File: config.mk
export PLATFORM = sky130hd
export DESIGN_NAME = rx_order_tagger
export DESIGN_NICKNAME = d
export VERILOG_FILES = /design/src/rtl/rx_order_tagger.sv
export SDC_FILE = /design/constraint.sdc
export NUM_CORES = 1
export LEC_CHECK = 0
export CORE_ASPECT_RATIO = 1.5
export CORE_MARGIN = 10
export CORE_UTILIZATION = 52
export CTS_BUF_LIST = sky130_fd_sc_hd__clkbuf_8 sky130_fd_sc_hd__clkbuf_16
export DETAILED_ROUTE_END_ITERATION = 8
export GPL_ROUTABILITY_DRIVEN = 0
export GPL_TIMING_DRIVEN = 0
export PLACE_DENSITY = 0.78
export SLEW_MARGIN = 20
export SYNTH_ARGS = -nofsm -noshare
export SYNTH_HDL_FRONTEND = slang
export SYNTH_SLANG_ARGS = --single-unit
File: constraint.sdc
create_clock -name clk -period 2.6 [get_ports clk]
set_input_delay 0.52 -clock clk [delete_from_list [all_inputs] [get_ports clk]]
set_output_delay 0.52 -clock clk [all_outputs]
set_load 0.05 [all_outputs]
File: src/rtl/rx_order_tagger.sv
// rx_order_tagger
//   Classifies completed, error-free OUT/IN/SETUP/DATA packets and pushes one
//   8-bit order tag {type[1:0], seq[5:0]} per packet into the packet-order FIFO.
//   A tag that meets a full FIFO waits up to MAX_WAIT stall cycles, then is
//   dropped; the drop sets the sticky overflow flag.
//
// Ports
//   clk        system clock
//   n_rst      asynchronous reset, active-high (despite the name)
//   pid_valid  start-of-packet strobe, rx_pid valid
//   rx_pid     low nibble of the PID byte
//   eop        end-of-packet strobe
//   crc_ok     CRC result, sampled with eop
//   rx_error   bit-stuff / sync / framing error strobe
//   fifo_full  order FIFO full flag
//   w_enable   FIFO write strobe, one cycle per tag
//   w_data     tag; holds the last written value between writes
//   overflow   sticky, set when a tag is dropped
//   err_count  saturating count of aborted packets
//
// state   | meaning
// --------+------------------------------------------------------------
// IDLE    | waiting for a packet start
// IN_PKT  | inside a taggable packet, waiting for eop / error
// SKIP    | inside a non-taggable packet, waiting for its end
// PUSH    | packet accepted, first attempt to write the tag
// STALL   | FIFO full, retrying the write until MAX_WAIT expires

module rx_order_tagger #(
    parameter int unsigned MAX_WAIT = 15
) (
    input  logic       clk,
    input  logic       n_rst,
    input  logic       pid_valid,
    input  logic [3:0] rx_pid,
    input  logic       eop,
    input  logic       crc_ok,
    input  logic       rx_error,
    input  logic       fifo_full,
    output logic       w_enable,
    output logic [7:0] w_data,
    output logic       overflow,
    output logic [7:0] err_count
);

    localparam logic [2:0] ST_IDLE   = 3'd0;
    localparam logic [2:0] ST_IN_PKT = 3'd1;
    localparam logic [2:0] ST_SKIP   = 3'd2;
    localparam logic [2:0] ST_PUSH   = 3'd3;
    localparam logic [2:0] ST_STALL  = 3'd4;

    // Last stall-counter value before the tag is dropped.
    localparam logic [7:0] WAIT_LAST = 8'(MAX_WAIT - 1);

    logic [2:0] state, state_nxt;
    logic [1:0] pkt_type, pkt_type_nxt;
    logic [5:0] seq;
    logic [7:0] wait_cnt, wait_cnt_nxt;
    logic [7:0] last_data;
    logic       taggable;
    logic [1:0] pid_type;
    logic       err_inc;
    logic       do_write;
    logic       do_drop;

    always_comb begin
        taggable = 1'b1;
        pid_type = 2'b00;
        case (rx_pid)
            4'b0001: pid_type = 2'b00;
            4'b1001: pid_type = 2'b01;
            4'b1101: pid_type = 2'b10;
            4'b0011,
            4'b1011: pid_type = 2'b11;
            default: taggable = 1'b0;
        endcase
    end

    always_comb begin
        state_nxt    = state;
        pkt_type_nxt = pkt_type;
        wait_cnt_nxt = wait_cnt;
        err_inc      = 1'b0;
        do_write     = 1'b0;
        do_drop      = 1'b0;
        case (state)
            ST_IDLE, ST_SKIP: begin
                if (pid_valid) begin
                    state_nxt    = taggable ? ST_IN_PKT : ST_SKIP;
                    pkt_type_nxt = taggable ? pid_type : pkt_type;
                end else if (state == ST_SKIP && (eop || rx_error)) begin
                    state_nxt = ST_IDLE;
                end
            end
            ST_IN_PKT: begin
                if (pid_valid) begin
                    // Missing end of the previous packet: count it, then
                    // treat the new PID as a fresh start.
                    err_inc      = 1'b1;
                    state_nxt    = taggable ? ST_IN_PKT : ST_SKIP;
                    pkt_type_nxt = taggable ? pid_type : pkt_type;
                end else if (rx_error || (eop && !crc_ok)) begin
                    err_inc   = 1'b1;
                    state_nxt = ST_IDLE;
                end else if (eop) begin
                    state_nxt = ST_PUSH;
                end
            end
            ST_PUSH: begin
                err_inc = pid_valid;
                if (!fifo_full) begin
                    do_write  = 1'b1;
                    state_nxt = ST_IDLE;
                end else begin
                    wait_cnt_nxt = 8'd0;
                    state_nxt    = ST_STALL;
                end
            end
            ST_STALL: begin
                err_inc = pid_valid;
                if (!fifo_full) begin
                    do_write  = 1'b1;
                    state_nxt = ST_IDLE;
                end else if (wait_cnt == WAIT_LAST) begin
                    do_drop   = 1'b1;
                    state_nxt = ST_IDLE;
                end else begin
                    wait_cnt_nxt = wait_cnt + 8'd1;
                end
            end
            default: state_nxt = ST_IDLE;
        endcase
    end

    // Write strobe comes straight from state so the FIFO sees it in the same
    // cycle fifo_full is observed low; no stale write after full rises.
    assign w_enable = do_write;
    assign w_data   = do_write ? {pkt_type, seq} : last_data;

    always_ff @(posedge clk or posedge n_rst) begin
        if (n_rst) begin
            state     <= ST_IDLE;
            pkt_type  <= 2'b00;
            seq       <= 6'd0;
            wait_cnt  <= 8'd0;
            last_data <= 8'd0;
            overflow  <= 1'b0;
            err_count <= 8'd0;
        end else begin
            state    <= state_nxt;
            pkt_type <= pkt_type_nxt;
            wait_cnt <= wait_cnt_nxt;
            if (do_write) begin
                last_data <= {pkt_type, seq};
            end
            // Dropped tags still consume a sequence number so the gap shows.
            if (do_write || do_drop) begin
                seq <= seq + 6'd1;
            end
            if (do_drop) begin
                overflow <= 1'b1;
            end
            if (err_inc && err_count != 8'hFF) begin
                err_count <= err_count + 8'd1;
            end
        end
    end

endmodule

After elaboration in Yosys (flattened, before gate mapping) --
Cells that the tools add are included. W data, S select, Z words.
Operators by class: equal/unequal tests 17, reductions and logical operators 17, add/sub/neg operators 3, muxes and demuxes 25
Operators with widths (count):
- $mux W8 | 4
- $mux W3 | 8
- $add A8 B1 Y8 const B | 2
- $pmux W8 S2 | 1
- $eq A4 B4 Y1 const B | 3
- $pmux W3 S4 | 1
- $eq A8 B4 Y1 const B | 1
- $mux W1 | 8
- $ne A8 B8 Y1 const B | 1
- $add A6 B1 Y6 const B | 1
- $eq A3 B2 Y1 const B | 2
- $ne A2 B2 Y1 const B | 3
- $ne A3 B3 Y1 const B | 2
- $pmux W2 S3 | 1
- $reduce_and A3 Y1 | 2
- $reduce_or A2 Y1 | 3
- $reduce_or A5 Y1 | 1
- $eq A4 B1 Y1 const B | 1
- $eq A4 B2 Y1 const B | 1
- $ne A4 B4 Y1 const B | 1
- $reduce_and A4 Y1 | 1
- $eq A3 B1 Y1 const B | 1
- $eq A3 B3 Y1 const B | 1
- $logic_and A1 B1 Y1 | 3
- 7 further kinds | 9
Storage, ports and cells: output and inout port bits 18, input bits 11, register bits after elaboration 36

Logic depth before layout (Yosys ltp) --
Gate-level depths: netlist of run 1.
word-level depth 7, depth in mapped cells 7

Least setup slack after synthesis of run 1 --
OpenSTA, ideal clock, no wires.
path kind reg2out, start point register state[0], end point output w_data[0], arrival time 1.887 ns, path buffers 0, path slack 0.193 ns, stages on the path, launching flop included 4, path through dfrtp_1 -> or3b_4 -> a21oi_4 -> mux2_2
Between the ends: cells in the longest elaborated chain, start to end 4
RTL lines:
- start: declaration | line 55 | logic [2:0] state, state_nxt;
- start signal: assignment | line 150 | state <= state_nxt;
- $eq A3 B3 Y1 or $eq A3 B2 Y1 (tied branches) | line 86 | case (state)
- $reduce_or A2 Y1 (no line) (*)
- $mux W1 (*)
- net w_enable | line 40 | output logic w_enable,
- $mux W8 (*)
- end: declaration | line 41 | output logic [7:0] w_data,
Mark *: on every way through the listed nets, which the timed path passes. The rest lies on a longest branch.

Worst setup path after layout of run 1 --
start point register state[1], end point output w_data[7]
Between the ends: cells in the longest elaborated chain, start to end 4
RTL lines (line):
- $eq A3 B3 Y1 or $eq A3 B2 Y1 (tied branches) | 86
- $reduce_or A2 Y1 (no line) (*)
- $mux W1 (*)
- $mux W8 (*)
Every way passes the cells marked *; elsewhere a longest branch is shown, timed or not.

==> impl_metrics.env, run 1 <==
export IMPL_outcome="completed"
export IMPL_clockBufferDepth=2
export IMPL_row_count=25
export IMPL_drv_slew=0
export IMPL_place_hpwl_mm=2.744
export IMPL_drive_gt1_share_pct=19.59
export IMPL_setup_ws_ns=0.05105
export IMPL_finalInstanceArea_um2=2183
export IMPL_dieArea_um2=6109
export IMPL_synth_edf_count=0
export IMPL_grt_max_degree=37
export IMPL_max_vdd_ir_drop_mv=0.7889
export IMPL_synth_nets=172
export IMPL_post_place_ws_ns=-0.4065
export IMPL_final_hold_viol_count=0
export IMPL_via_per_inst=5.782
export IMPL_ctsHoldBuffers=0
export IMPL_vias=1353
export IMPL_crit_path_start_kind="flip-flop"
export IMPL_grt_pass1_vias=1378
export IMPL_min_path_type="flip-flop to flip-flop"
export IMPL_worst_pin_slew_ns=0.7134
export IMPL_drv_cap=0
export IMPL_holdWs_ns=0.4631
export IMPL_clock_latency_ns=0.29
export IMPL_cts_tree="done"
export IMPL_insertedDiodeCount=0
export IMPL_fmax_mhz=392.3
export IMPL_yosys_cell_types_count=38
export IMPL_layout_min_cycle_time_ns=2.549
export IMPL_die_h_um=90.86
export IMPL_nFillCells=258
export IMPL_area_growth_pct=25.45
export IMPL_drt_iter0_drc=33
export IMPL_routedWlPerCell_um=15.68
export IMPL_p_per_area_nw_per_um2=879.3
export IMPL_place_area_um2=2061
export IMPL_finalSetupViolations=0
export IMPL_die_w_um=67.24
export IMPL_crit_arrival_ns=2.03
export IMPL_multi_input_comb_area_um2=805.8
export IMPL_cts_root_buf="clkbuf_8"
export IMPL_dr_pass1_iters=4
export IMPL_wl_mm=3.669
export IMPL_totalPowerFinal_w=0.001920
export IMPL_grt_ovfl_total=0
export IMPL_rrSetupSlack_ns=0.63
export IMPL_critPathKind="flip-flop to output pin"
export IMPL_numCtsBuffers=5
export IMPL_static_leakage_power_nw=0.9899
export IMPL_max_slew_margin_pct=52.37
export IMPL_seqCellArea_um2=902.1
export IMPL_syn_avg_cell_area_um2=11.09
export IMPL_clk_pin_slew_ns=0.07
export IMPL_yosysWarnings=0
export IMPL_fin_nets=209
export IMPL_synth_area_um2=1740
export IMPL_drtAntennaViolNets=0
export IMPL_critical_path_required_ns=2.08
export IMPL_htreeDepth=2
export IMPL_fin_tns_setup_ns=0
export IMPL_ios=29
export IMPL_layout_worst_path_cycle_share_pct=98.04
export IMPL_clkSinkCount=36
export IMPL_crit_fanout=10
export IMPL_grt_pass1_wl_mm=6.299
export IMPL_ys_seq_area_share_pct=51.76
export IMPL_grt_usage_pct=13.04
export IMPL_clock_skew_ns=0.005209
export IMPL_syn_inst=157
export IMPL_start_util_pct=54.55
export IMPL_cp_end_kind="output pin"
export IMPL_ys_seq_elements=36
export IMPL_drc=0
export IMPL_synthFlopType="dfrtp_1"
export IMPL_async_flop_share_pct=100.0
export IMPL_port_buffers=27
export IMPL_antenna_found_initial=0
export IMPL_coreArea_um2=3191
==> power breakdown <==
group	internal [W]	total (W)	switching [W]
Clock	0.000236	0.000420	0.000184
Sequential	0.000682	0.000796	0.000114
Combinational	0.000258	0.000704	0.000446
==> routing by layer <==
metal / vias to the layer above / track usage [%] / wire [µm]
met2: 44 / 21.27 / 1942
li1: 636 / - / -
met3: 9 / 5.590 / 278
met1: 664 / 13.68 / 1380
met5: - / 0 / 0
met4: 0 / 6.357 / 68
==> worst paths after layout <==
path	depth (start not counted)	startpoint	endpoint
max	5	state[1]	w_data[7]
min	1	overflow	overflow
max reg2reg	7	state[1]	wait_cnt[3]
min reg2reg	1	overflow	overflow
max in group asynchronous	2	n_rst	state[1]
min in group asynchronous	2	n_rst	pkt_type[1]
==> cells in the final DEF (no fill, tap or decap), drive strengths merged, types with 3 or more instances in the layout <==
master,n
a21oi,8
a31oi,3
and3,5
buf,12
clkbuf,8
clkdlybuf4s50,18
dfrtp,36
ha,4
inv,5
mux2,11
nand2,6
nand2b,4
nand3,14
nand4,5
nor2,9
nor2b,4
nor3,4
o21ai,9
or3,3
xnor2,4
xor2,6
==> cell type report <==
cell class / instances / share of cell area [%]
buffer: 2 / 0.6877
clock buffer: 7 / 4.413
inverter: 5 / 0.8596
multi-input combinational: 114 / 36.91
sequential: 36 / 41.32
tap: 40 / 2.292
timing repair buffer: 30 / 13.52
==> cells in the mapped netlist (5+ instances only) <==
cell | n | share of area, %
o21ai_0 | 7 | 2.0
inv_1 | 5 | 1.1
a21oi_1 | 6 | 1.7
nand2_1 | 6 | 1.3
nand3_1 | 14 | 4.0
mux2_2 | 11 | 7.1
nor2_1 | 8 | 1.7
nand4_1 | 5 | 1.8
dfrtp_1 | 36 | 52
xor2_1 | 6 | 3.0
and3_1 | 5 | 1.8
==> worst max-delay path, cell delays in order, from the launching register on <==
cell	delay, ns
dfrtp_2	0.44
or3b_4	0.43
a21oi_4	0.18
buf_12	0.15
mux2_2	0.35
buf_4	0.19
==> flip-flops by register name, summed over array words and instances (netlist names) <==
register,count
overflow,1
err_count,8
state,3
seq,6
wait_cnt,8
last_data,8
pkt_type,2
==> stage by stage <==
stage          util, %  instances
3_5_place_dp     64.59        224
2_1_floorplan        -        157
3_3_place_gp     64.59        224
5_1_grt          68.43        234
6_report         68.43        234
4_1_cts          67.84        233
==> logic make-up (layout without fill, tap and decap cells) <==
kind of cell / after synthesis / in the layout / share of synthesized area [%]
buffers and inverters: 7 / 44 / 1.941
and+or+nand+nor: 60 / 60 / 20.06
DFF: 36 / 36 / 51.76
xor gates and xnor gates: 10 / 10 / 5.032
adders and majority gates: 4 / 4 / 2.876
muxes: 11 / 11 / 7.117
AOI/OAI and AO/OA: 29 / 29 / 11.22
==> timing repair <==
action,in CTS,in global routing
endpoints found under the setup margin,9,9
resized for setup,50,3
buffers inserted,2,1
pin swaps,2,0
(Power assumes the default switching activity.)
==> run 2: changes to the inputs <==
--- a/config.mk
+++ b/config.mk
@@ -7,12 +7,14 @@
 export LEC_CHECK = 0
 export CORE_ASPECT_RATIO = 1.5
 export CORE_MARGIN = 10
-export CORE_UTILIZATION = 52
+export CORE_UTILIZATION = 55
 export CTS_BUF_LIST = sky130_fd_sc_hd__clkbuf_8 sky130_fd_sc_hd__clkbuf_16
+export CTS_CLUSTER_SIZE = 16
 export DETAILED_ROUTE_END_ITERATION = 8
+export DONT_BUFFER_PORTS = 1
 export GPL_ROUTABILITY_DRIVEN = 0
 export GPL_TIMING_DRIVEN = 0
-export PLACE_DENSITY = 0.78
+export PLACE_DENSITY = 0.7
 export SLEW_MARGIN = 20
 export SYNTH_ARGS = -nofsm -noshare
 export SYNTH_HDL_FRONTEND = slang
==> impl_metrics.env, run 2 (synthesis results as in run 1) <==
export IMPL_clock_latency_ns=0.28
export IMPL_row_count=25
export IMPL_dieArea_um2=5861
export IMPL_crit_path_start_kind="flip-flop"
export IMPL_final_hold_viol_count=0
export IMPL_drtAntennaViolNets=0
export IMPL_finalInstanceArea_um2=1954
export IMPL_htreeDepth=2
export IMPL_final_cell_mix="35 x dfrtp_1, 14 x nand3_1, 8 x nor2_1"
export IMPL_numCtsBuffers=5
export IMPL_cts_tree="done"
export IMPL_clockBufferDepth=2
export IMPL_drt_iter0_drc=40
export IMPL_p_per_area_nw_per_um2=902.9
export IMPL_grt_ovfl_total=0
export IMPL_layout_min_cycle_time_ns=2.595
export IMPL_cp_end_kind="output pin"
export IMPL_grt_pass1_wl_mm=6.092
export IMPL_cts_root_buf="clkbuf_8"
export IMPL_routedWlPerCell_um=17.30
export IMPL_port_buffers=0
export IMPL_fmax_mhz=385.4
export IMPL_layout_worst_path_cycle_share_pct=99.79
export IMPL_place_hpwl_mm=2.604
export IMPL_fin_tns_setup_ns=0
export IMPL_worst_pin_slew_ns=0.7190
export IMPL_die_w_um=65.93
export IMPL_via_per_inst=5.776
export IMPL_antenna_found_initial=0
export IMPL_start_util_pct=56.20
export IMPL_place_area_um2=1790
export IMPL_max_vdd_ir_drop_mv=0.8832
export IMPL_layout_commonest_cell="dfrtp_1"
export IMPL_grt_max_degree=37
export IMPL_critical_path_required_ns=2.08
export IMPL_grt_pass1_vias=1330
export IMPL_top_regs="err_count (8), last_data (8), wait_cnt (8)"
export IMPL_coreArea_um2=3097
export IMPL_startpoint="state[1]"
export IMPL_rsz0062_at_grt="true"
export IMPL_drv_cap=0
export IMPL_max_slew_margin_pct=52.00
export IMPL_vias=1213
export IMPL_nFillCells=239
export IMPL_post_place_ws_ns=0.02586
export IMPL_clk_pin_slew_ns=0.07
export IMPL_static_leakage_power_nw=0.8943
export IMPL_insertedDiodeCount=0
export IMPL_drv_slew=0
export IMPL_critPathKind="flip-flop to output pin"
export IMPL_wl_mm=3.634
export IMPL_grt_usage_pct=13.62
export IMPL_clock_skew_ns=0.002959
export IMPL_die_h_um=88.90
export IMPL_ctsHoldBuffers=0
export IMPL_outcome="completed"
export IMPL_clkSinkCount=36
export IMPL_drc=0
export IMPL_fin_nets=184
export IMPL_area_growth_pct=12.29
export IMPL_setup_ws_ns=0.005383
export IMPL_ios=29
export IMPL_grt_busiest_layer="met2"
export IMPL_crit_reg2reg_launch="err_count[0]"
export IMPL_finalSetupViolations=0
export IMPL_gr_usage_met1_pct=13.14
export IMPL_grtUsageMet3_pct=6.148
export IMPL_dr_pass1_iters=4
export IMPL_min_path_type="input port to async pin"
export IMPL_drive_gt1_share_pct=18.24
export IMPL_met2_usage_pct=24.07
export IMPL_crit_fanout=6
export IMPL_crit_arrival_ns=2.07
run 2: cell types whose count changed in the layout (fill, tap and decap cells not counted), moves of 2 or more:
cell	change
mux2_4	+7
buf_4	-3
inv_1	+2
buf_6	-3
mux2_2	-7
clkdlybuf4s50_1	-18
run 2: through the flow:
step | std cells | total power (W) | utilization [%] | hold WS (ns)
after floorplan | 157 | 0.001269 | - | 0.4362
after global placement | 197 | 0.001329 | 57.82 | 0.4545
after detailed placement | 197 | 0.001352 | 57.82 | 0.4681
after CTS | 210 | 0.001776 | 62.63 | 0.2564
after global routing | 210 | 0.001858 | 63.11 | 0.2819
final | 210 | 0.001765 | 63.11 | 0.2333
run 2: final timing paths:
check | depth (start not counted) | slack [ns] | to
max | 3 | 0.005 | w_data[0]
min | 1 | 0.23 | pkt_type[1]
max reg2reg | 6 | 0.54 | err_count[7]
min reg2reg | 2 | 0.48 | pkt_type[1]
max in group asynchronous | 1 | 1.87 | state[1]
min in group clk | 1 | 0.40 | pkt_type[0]
run 2: where the power goes:
group          total (W)  switching [W]  leakage [nW]  internal (W)
logic           0.000471       0.000314         0.374      0.000157
registers       0.000905       0.000226         0.467      0.000679
clock network   0.000388       0.000181        0.0538      0.000208
run 2: area by class of cell:
cell class,count,area (µm²),share of cell area (%)
Sequential cell,36,902.1,46.16
Multi-Input combinational cell,115,848.3,43.41
Clock buffer,6,82.58,4.225
Tap cell,40,50.05,2.561
Timing Repair Buffer,4,30.03,1.536
Inverter,5,18.77,0.9603
Buffer,2,15.01,0.7682
Clock inverter,2,7.507,0.3841
run 2: worst max-delay path: stages, from the launching register on:
cell and delay, ns:
dfrtp_2 0.40, or3b_4 0.39, a21oi_4 0.54, mux2_4 0.45
run 2: repair_timing:
item                                    in CTS  in global routing
pin swaps                                    2                  2
resized for setup                            6                  3
cloned                                       1                  0
setup buffers                                4                  0
endpoints found under the setup margin       8                  8
run 2: metal layers:
metal | share of wire (%) | wire [µm]
met3 | 7.4 | 269
met4 | 1.8 | 65
met2 | 53 | 1920
met1 | 38 | 1379
met5 | 0 | 0
==> run 3: changes to the inputs <==
--- a/config.mk
+++ b/config.mk
@@ -7,14 +7,13 @@
 export LEC_CHECK = 0
 export CORE_ASPECT_RATIO = 1.5
 export CORE_MARGIN = 10
-export CORE_UTILIZATION = 55
+export CORE_UTILIZATION = 50
 export CTS_BUF_LIST = sky130_fd_sc_hd__clkbuf_8 sky130_fd_sc_hd__clkbuf_16
 export CTS_CLUSTER_SIZE = 16
 export DETAILED_ROUTE_END_ITERATION = 8
 export DONT_BUFFER_PORTS = 1
 export GPL_ROUTABILITY_DRIVEN = 0
 export GPL_TIMING_DRIVEN = 0
-export PLACE_DENSITY = 0.7
 export SLEW_MARGIN = 20
 export SYNTH_ARGS = -nofsm -noshare
 export SYNTH_HDL_FRONTEND = slang
==> impl_metrics.env, run 3 (synthesis results as in run 1) <==
export IMPL_max_vdd_ir_drop_mv=0.7154
export IMPL_cp_end_kind="output pin"
export IMPL_vias=1250
export IMPL_static_leakage_power_nw=0.8879
export IMPL_dr_pass1_iters=4
export IMPL_rr_endpoint="err_count[7]"
export IMPL_row_count=26
export IMPL_drv_cap=0
export IMPL_port_buffers=0
export IMPL_start_util_pct=51.44
export IMPL_clockBufferDepth=2
export IMPL_fin_util_pct=57.91
export IMPL_cts_tree="done"
export IMPL_numCtsBuffers=5
export IMPL_top_regs="err_count (8), last_data (8), wait_cnt (8)"
export IMPL_final_hold_viol_count=0
export IMPL_ff2ff_path_depth=6
export IMPL_routedWlPerCell_um=17.21
export IMPL_coreArea_um2=3383
export IMPL_drv_slew=0
export IMPL_grt_pass1_vias=1320
export IMPL_crit_path_start_kind="flip-flop"
export IMPL_grt_ovfl_total=0
export IMPL_layout_worst_path_cycle_share_pct=99.59
export IMPL_critPathKind="flip-flop to output pin"
export IMPL_clk_pin_slew_ns=0.07
export IMPL_min_path_type="input port to async pin"
export IMPL_htreeDepth=2
export IMPL_grt_usage_pct=12.71
export IMPL_drc=0
export IMPL_holdWs_ns=0.2496
export IMPL_slowest_delay_ns=0.52
export IMPL_layout_min_cycle_time_ns=2.589
export IMPL_multi_input_comb_area_um2=844.6
export IMPL_fin_tns_setup_ns=0
export IMPL_rsz0062_at_grt="true"
export IMPL_outcome="completed"
export IMPL_dieArea_um2=6289
export IMPL_die_h_um=92.26
export IMPL_p_per_area_nw_per_um2=911.6
export IMPL_critical_path_required_ns=2.08
export IMPL_crit_arrival_ns=2.07
export IMPL_drtAntennaViolNets=0
export IMPL_via_per_inst=5.924
export IMPL_worst_pin_slew_ns=0.7449
export IMPL_clock_latency_ns=0.28
export IMPL_place_hpwl_mm=2.477
export IMPL_crit_fanout=6
export IMPL_drive_gt1_share_pct=18.93
export IMPL_crit_slowest_cell="a21oi_4"
export IMPL_crit_reg2reg_launch="err_count[0]"
export IMPL_die_w_um=68.17
export IMPL_final_cell_mix="35 x dfrtp_1, 14 x nand3_1, 8 x nor2_1"
export IMPL_wl_mm=3.631
export IMPL_fin_nets=184
export IMPL_layout_commonest_cell="dfrtp_1"
export IMPL_clock_skew_ns=0.005896
export IMPL_rrSetupSlack_ns=0.55
export IMPL_totalPowerFinal_w=0.001786
export IMPL_cts_root_buf="clkbuf_8"
export IMPL_crit_chain="or3b_4 -> a21oi_4 -> mux2_4"
export IMPL_finalSetupViolations=0
export IMPL_nFillCells=310
export IMPL_insertedDiodeCount=0
export IMPL_area_growth_pct=12.58
export IMPL_post_place_ws_ns=0.05302
export IMPL_grt_max_degree=37
export IMPL_max_slew_margin_pct=50.27
export IMPL_drt_iter0_drc=37
export IMPL_seqCellArea_um2=902.1
export IMPL_grt_pass1_wl_mm=6.258
export IMPL_clkSinkCount=36
export IMPL_setup_ws_ns=0.01068
export IMPL_ios=29
export IMPL_fmax_mhz=386.2
export IMPL_antenna_found_initial=0
-- run 3: changes by cell type in the layout (fill, tap and decap cells not counted), sizes merged --
cell    before  now
clkbuf       7    8
inv          7    5
-- run 3: per-stage QoR --
step,area (µm²),cells
2_1_floorplan,1740,157
3_3_place_gp,1793,199
3_5_place_dp,1793,199
4_1_cts,1952,211
5_1_grt,1959,211
6_report,1959,211
-- run 3: worst max path at each step --
stage               startpoint   endpoint  slack, ns  cells past startpoint
floorplan             state[0]  w_data[0]       0.19                      3
global placement      state[0]  w_data[0]       0.07                      3
detailed placement    state[1]  w_data[0]       0.05                      3
CTS                   state[1]  w_data[0]      -0.04                      3
global route          state[1]  w_data[0]      -0.05                      3
finish                state[2]  w_data[2]       0.01                      3
-- run 3: layer usage --
layer	track usage (%)	up-vias	routed length, µm
met3	6.090	4	282
met2	19.55	31	1827
li1	-	592	-
met5	0	-	0
met1	13.96	623	1459
met4	6.566	0	62
-- run 3: what timing repair did --
item                                    in CTS  in global routing
cloned                                       1                  0
resized for setup                            7                  1
pin swaps                                    2                  2
buffers inserted                             4                  0
endpoints found under the setup margin       8                  8
hold buffers                                 0                  0
-- run 3: report_power, final --
group	switching (W)	internal [W]	leakage [nW]	total, W
registers	0.000226	0.000679	0.467	0.000905
logic	0.000308	0.000152	0.371	0.000460
clock network	0.000186	0.000236	0.0503	0.000421
-- run 3: critical path, delay by kind of cell (launching register included) --
| kind | cells | cell delay [ns] |
|---|---|---|
| simple gates | 1 | 0.43 |
| compound gates | 1 | 0.52 |
| mux | 1 | 0.44 |
| flops | 1 | 0.39 |
-- run 3: layout make-up --
type	count	share of cell area, %
Inverter	5	0.9579
Clock buffer	7	4.917
Sequential cell	36	46.04
Timing Repair Buffer	4	1.533
Buffer	2	0.7663
Tap cell	42	2.682
Multi-Input combinational cell	115	43.10
